## src/rtl/mux_arbiter_if.sv

```systemverilog
// Handshake/bus bundle between the two producers, the arbiter and the downstream consumer.
// The master modport is the producer/consumer side; the slave modport is the arbiter.
interface mux_arbiter_if #(
    parameter int WIDTH = 8
);
    logic             req_a;
    logic [WIDTH-1:0] data_a;
    logic             req_b;
    logic [WIDTH-1:0] data_b;
    logic             out_ready;
    logic             gnt_a;
    logic             gnt_b;
    logic             select;
    logic [WIDTH-1:0] out_data;
    logic             out_valid;

    modport master (
        output req_a, data_a, req_b, data_b, out_ready,
        input  gnt_a, gnt_b, select, out_data, out_valid
    );

    modport slave (
        input  req_a, data_a, req_b, data_b, out_ready,
        output gnt_a, gnt_b, select, out_data, out_valid
    );
endinterface

```

## src/rtl/mux_arbiter.sv

```systemverilog
// Round-robin arbiter/sequencer for the shared 2:1 mux datapath.
// Two requesters (A, B) share one output channel; each ownership is capped at BURST_LEN
// beats while the other side waits, and the hand-over happens with no idle bubble.
// The FSM state is encoded directly as {gnt_b, gnt_a}; select is a separate register
// so that it can hold its last value while idle.
// Optional build macro MUX_ARB_STATS_EN adds saturating per-requester beat counters
// cnt_a/cnt_b; arbitration behaviour is identical with or without it.
module mux_arbiter #(
    parameter int WIDTH     = 8,
    parameter int BURST_LEN = 4
) (
    input  logic               clk,
    input  logic               reset,
    mux_arbiter_if.slave       bus
`ifdef MUX_ARB_STATS_EN
    ,
    output logic [7:0]         cnt_a,
    output logic [7:0]         cnt_b
`endif
);

    typedef enum logic [1:0] {
        IDLE  = 2'b00,
        OWN_A = 2'b01,
        OWN_B = 2'b10
    } state_t;

    localparam int            CW       = $clog2(BURST_LEN + 1);
    localparam logic [CW-1:0] CNT_LAST = CW'(BURST_LEN - 1);

    state_t           state_q;
    state_t           state_d;
    logic             select_q;
    logic             select_d;
    logic             last_b_q;
    logic             last_b_d;
    logic [CW-1:0]    beat_cnt_q;
    logic [CW-1:0]    beat_cnt_d;
    logic             beat;
    logic [WIDTH-1:0] mux_out;

    assign bus.gnt_a     = (state_q == OWN_A);
    assign bus.gnt_b     = (state_q == OWN_B);
    assign bus.select    = select_q;
    assign bus.out_valid = (bus.gnt_a & bus.req_a) | (bus.gnt_b & bus.req_b);
    assign beat          = bus.out_valid & bus.out_ready;
    assign mux_out       = select_q ? bus.data_b : bus.data_a;
    assign bus.out_data  = mux_out;

    // State register, mux select, round-robin history and burst counter
    always_ff @(posedge clk) begin
        if (reset) begin
            state_q    <= IDLE;
            select_q   <= 1'b0;
            last_b_q   <= 1'b1;
            beat_cnt_q <= '0;
        end else begin
            state_q    <= state_d;
            select_q   <= select_d;
            last_b_q   <= last_b_d;
            beat_cnt_q <= beat_cnt_d;
        end
    end

    // Next-state arbitration: tie-break on history, release on req drop, hand over at burst end
    always_comb begin
        logic   own_req;
        logic   other_req;
        state_t other_state;

        state_d     = state_q;
        select_d    = select_q;
        last_b_d    = last_b_q;
        beat_cnt_d  = beat_cnt_q;
        own_req     = 1'b0;
        other_req   = 1'b0;
        other_state = IDLE;

        case (state_q)
            IDLE: begin
                beat_cnt_d = '0;
                if (bus.req_a && bus.req_b) begin
                    state_d = last_b_q ? OWN_A : OWN_B;
                end else if (bus.req_a) begin
                    state_d = OWN_A;
                end else if (bus.req_b) begin
                    state_d = OWN_B;
                end
            end
            OWN_A, OWN_B: begin
                own_req     = (state_q == OWN_A) ? bus.req_a : bus.req_b;
                other_req   = (state_q == OWN_A) ? bus.req_b : bus.req_a;
                other_state = (state_q == OWN_A) ? OWN_B : OWN_A;
                if (!own_req) begin
                    state_d    = other_req ? other_state : IDLE;
                    last_b_d   = (state_q == OWN_B);
                    beat_cnt_d = '0;
                end else if (beat) begin
                    if (beat_cnt_q == CNT_LAST) begin
                        beat_cnt_d = '0;
                        if (other_req) begin
                            state_d  = other_state;
                            last_b_d = (state_q == OWN_B);
                        end
                    end else begin
                        beat_cnt_d = beat_cnt_q + CW'(1);
                    end
                end
            end
            default: begin
                state_d    = IDLE;
                beat_cnt_d = '0;
            end
        endcase

        case (state_d)
            OWN_A:   select_d = 1'b0;
            OWN_B:   select_d = 1'b1;
            default: select_d = select_q;
        endcase
    end

`ifdef MUX_ARB_STATS_EN
    // Saturating count of accepted beats per requester
    always_ff @(posedge clk) begin
        if (reset) begin
            cnt_a <= 8'h00;
            cnt_b <= 8'h00;
        end else begin
            if (beat && bus.gnt_a && (cnt_a != 8'hFF)) begin
                cnt_a <= cnt_a + 8'd1;
            end
            if (beat && bus.gnt_b && (cnt_b != 8'hFF)) begin
                cnt_b <= cnt_b + 8'd1;
            end
        end
    end
`endif

endmodule

```

## src/flat_wrapper.sv

```systemverilog
// flat-port wrapper written by rule: the top's interface ports become plain ports
module mux_arbiter_flat 
#(
    parameter int WIDTH     = 8,
    parameter int BURST_LEN = 4
)
  (clk, reset, bus_req_a, bus_data_a, bus_req_b, bus_data_b, bus_out_ready, bus_gnt_a, bus_gnt_b, bus_select, bus_out_data, bus_out_valid);
  mux_arbiter_if #(.WIDTH(WIDTH)) bus_i ();
  input  logic clk;
  input  logic reset;
  input wire logic [$bits(bus_i.req_a)-1:0] bus_req_a;
  input wire logic [$bits(bus_i.data_a)-1:0] bus_data_a;
  input wire logic [$bits(bus_i.req_b)-1:0] bus_req_b;
  input wire logic [$bits(bus_i.data_b)-1:0] bus_data_b;
  input wire logic [$bits(bus_i.out_ready)-1:0] bus_out_ready;
  output wire logic [$bits(bus_i.gnt_a)-1:0] bus_gnt_a;
  output wire logic [$bits(bus_i.gnt_b)-1:0] bus_gnt_b;
  output wire logic [$bits(bus_i.select)-1:0] bus_select;
  output wire logic [$bits(bus_i.out_data)-1:0] bus_out_data;
  output wire logic [$bits(bus_i.out_valid)-1:0] bus_out_valid;
  assign bus_i.req_a = bus_req_a;
  assign bus_i.data_a = bus_data_a;
  assign bus_i.req_b = bus_req_b;
  assign bus_i.data_b = bus_data_b;
  assign bus_i.out_ready = bus_out_ready;
  assign bus_gnt_a = bus_i.gnt_a;
  assign bus_gnt_b = bus_i.gnt_b;
  assign bus_select = bus_i.select;
  assign bus_out_data = bus_i.out_data;
  assign bus_out_valid = bus_i.out_valid;
  mux_arbiter #(.WIDTH(WIDTH), .BURST_LEN(BURST_LEN)) u_core (.clk(clk), .reset(reset), .bus(bus_i));
endmodule
```

## config.mk

```make
export PLATFORM = sky130hd
export DESIGN_NAME = mux_arbiter_flat
export DESIGN_NICKNAME = d
export VERILOG_FILES = /design/src/rtl/mux_arbiter_if.sv /design/src/rtl/mux_arbiter.sv /design/src/flat_wrapper.sv
export SDC_FILE = /design/constraint.sdc
export NUM_CORES = 1
export LEC_CHECK = 0
export ABC_AREA = 1
export ABC_CLOCK_PERIOD_IN_PS = 2360
export CORE_MARGIN = 2
export CORE_UTILIZATION = 25
export CTS_CLUSTER_SIZE = 30
export DETAILED_ROUTE_END_ITERATION = 6
export MAX_ROUTING_LAYER = met4
export SYNTH_ARGS = -nofsm -noshare
export SYNTH_HDL_FRONTEND = slang
export SYNTH_SLANG_ARGS = --single-unit
```

## constraint.sdc

```tcl
create_clock -name clk -period 2.36 [get_ports clk]
set_input_delay 0.354 -clock clk [delete_from_list [all_inputs] [get_ports clk]]
set_output_delay 0.354 -clock clk [all_outputs]
set_load 0.1 [all_outputs]
```

==> results_dict.tcl <==
set metrics [dict create \
    outcome "complete, no violations" \
    fillCellCount 235 \
    fin_area_mm2 0.00108 \
    yosys.area.top_type "nand2_1" \
    grt_pass1_vias 627 \
    layout.nets 159 \
    final_cell_mix "nand2_1 (40), clkdlybuf4s50_1 (20), inv_1 (10), nand3_1 (9), buf_12 (9)" \
    portBuffers 32 \
    grt_max_degree 11 \
    rsz0062_at_grt "no" \
    setup_tns_ns 0 \
    power_mw 1.19 \
    cts_buffers 3 \
    wl_met3_um 163 \
    clock_path_buffers 2 \
    max_slew_margin 0.817 \
    startpoint_type "register" \
    dr.max_layer_used "met4" \
    clock_latency_ns 0.25 \
    cp.arrival_ns 2.19 \
    hp-class "reg -> reg" \
    core_mm2 0.00223 \
    worst_setup_path_end_kind "register" \
    max-cap-violations 0 \
    drc 0 \
    fmax_ghz 0.487 \
    rows 17 \
    die_area_mm2 0.00278 \
    crit_fanout 5 \
    start_util 0.266 \
    leakage_nw 0.511 \
    cts_tree "built" \
    first_pass_iters 2 \
    whs_ns 0.448 \
    setup_violations 0 \
    grt_use_total 0.137 \
    yosys_warnings 0 \
    place_congestion 0.805 \
    switching_share 0.584 \
    layout.cells.non_filler 159 \
    antenna_found_initial 0 \
    dp_cells 155 \
    synth-seq-area-share 0.236 \
    cts_num_sinks 7 \
    mostFrequentLayoutCell "nand2_1" \
    crit_type "reg -> reg" \
    ant_nets 0 \
    num_vias 704 \
    synth_cell_type_count 20 \
    synth_cells 96 \
    boundaryPins 33 \
    finalCritPeriodShare 0.870 \
    diodes 0 \
    period_needed_ns 2.05 \
    power_density_mw_per_mm2 1100 \
    placed_area_mm2 0.00105 \
    drive_gt1_frac 0.206 \
    area_growth_pct 81.9 \
    drt_iter0_drc 3 \
    synth_top_area_share 0.253 \
    clock_power_share 0.091 \
    ctsResizeCount 0 \
    slew_violations 0 \
    cts_root_buf "clkbuf_4" \
    hpwl_mm 1.43 \
    hold_viol 0 \
    die_w_um 52.8 \
    wl_mm 1.63 \
    fin_skew_ns 0.00463 \
    routed-wl-met2_um 782 \
    synth.cell_area_um2 594 \
    syn_area_per_cell_um2 6.19 \
    vdd_drop_max_mv 0.625 \
    htree_levels 1 \
    power_frac_seq 0.139 \
    power.internal_mw 0.494 \
    met1_length_um 639 \
    pwr-share-comb 0.770 \
    cts_setup_buffers 0 \
    synth.net_count 123 \
    synth.area.top_cells "nand2_1 (25%), dfxtp_1 (24%), ha_1 (13%), nand3_1 (7.6%), inv_1 (6.3%)" \
    vias_per_cell 4.43 \
    switchingPower_mw 0.694 \
    grt_pass1_wl_mm 2.65 \
    grt_overflow 0 \
    synth-seq-cells 7 \
    cp_data_required_time_ns 2.50 \
    clk_pin_slew_ns 0.05 \
    worst_slew_pin_slew_ns 0.273 \
    cts_hold_buf 0 \
    wire_per_inst_um 10.3 \
    die_height_um 52.8 \
]
==> flip-flops by register name, summed over array words and instances (netlist names) <==
| name | flops |
|---|---|
| u_core.beat_cnt_q | 3 |
| u_core.last_b_q | 1 |
| u_core.bus.select | 1 |
| u_core.state_q | 2 |
==> worst paths after layout <==
kind,from,endpoint,slack (ns),cells past startpoint
max,u_core.state_q[1],u_core.bus.select,0.31,15
min reg2reg,u_core.beat_cnt_q[2],u_core.beat_cnt_q[2],0.45,2
min,u_core.beat_cnt_q[2],u_core.beat_cnt_q[2],0.45,2
max reg2reg,u_core.state_q[1],u_core.bus.select,0.31,15
==> cells by family after synthesis <==
kind of cell / Yosys count / synth area share
buffers and inverters: 13 / 0.0821
adder cells (fa/ha/maj): 6 / 0.126
flip-flops: 7 / 0.236
AND/OR/NAND/NOR: 60 / 0.459
AO/OA/AOI/OAI: 10 / 0.0969
==> layer usage <==
layer,global-route usage,vias to the layer above
li1,-,370
met1,0.138,293
met2,0.229,37
met3,0.0429,4
met4,0.0897,0
met5,-,-
==> through the flow <==
stage	setup slack, ns	util
after global placement	0.125	0.472
after floorplan	0.0324	-
after CTS	0.282	0.484
final	0.306	0.484
after detailed placement	0.0470	0.472
after global routing	0.122	0.484
==> power groups by stage <==
stage                     sequential (mW)  combinational, mW  clock (mW)
after floorplan                     0.198              0.573           0
after global placement              0.167              0.913           0
after detailed placement            0.168              0.920           0
after CTS                           0.166              0.921       0.112
after global routing                0.171              0.954       0.118
final                               0.165              0.915       0.108
==> synth_stat cells (all sizes together) <==
library cell	n
nand2	45
a211oi	1
nand3	9
nor2	5
clkinv	1
a21boi	1
dfxtp	7
ha	6
nor3	1
a21oi	4
o21ai	3
inv	11
clkbuf	1
o211ai	1
==> critical path, cell delays in order, from the launching register on <==
cell and delay [ns]:
dfxtp_1 0.40, inv_1 0.14, ha_4 0.20, inv_1 0.08, nand2_1 0.07, nand2_1 0.07
nand2_1 0.08, nor2_4 0.11, a21oi_1 0.07, nand2_1 0.06, nand2_1 0.05, nand2_1 0.07
nand2_2 0.06, ha_1 0.30, o21ai_0 0.15, a21oi_1 0.05
==> layout make-up <==
type | instances | area [µm²] | share of cell area
inverter | 12 | 45.0 | 0.0417
multi-input combinational | 76 | 430 | 0.398
timing repair buffer | 32 | 403 | 0.373
tap | 28 | 35.0 | 0.0324
clock buffer | 4 | 26.3 | 0.0243
sequential | 7 | 141 | 0.131
No activity file was read; power rests on OpenSTA's default activity.
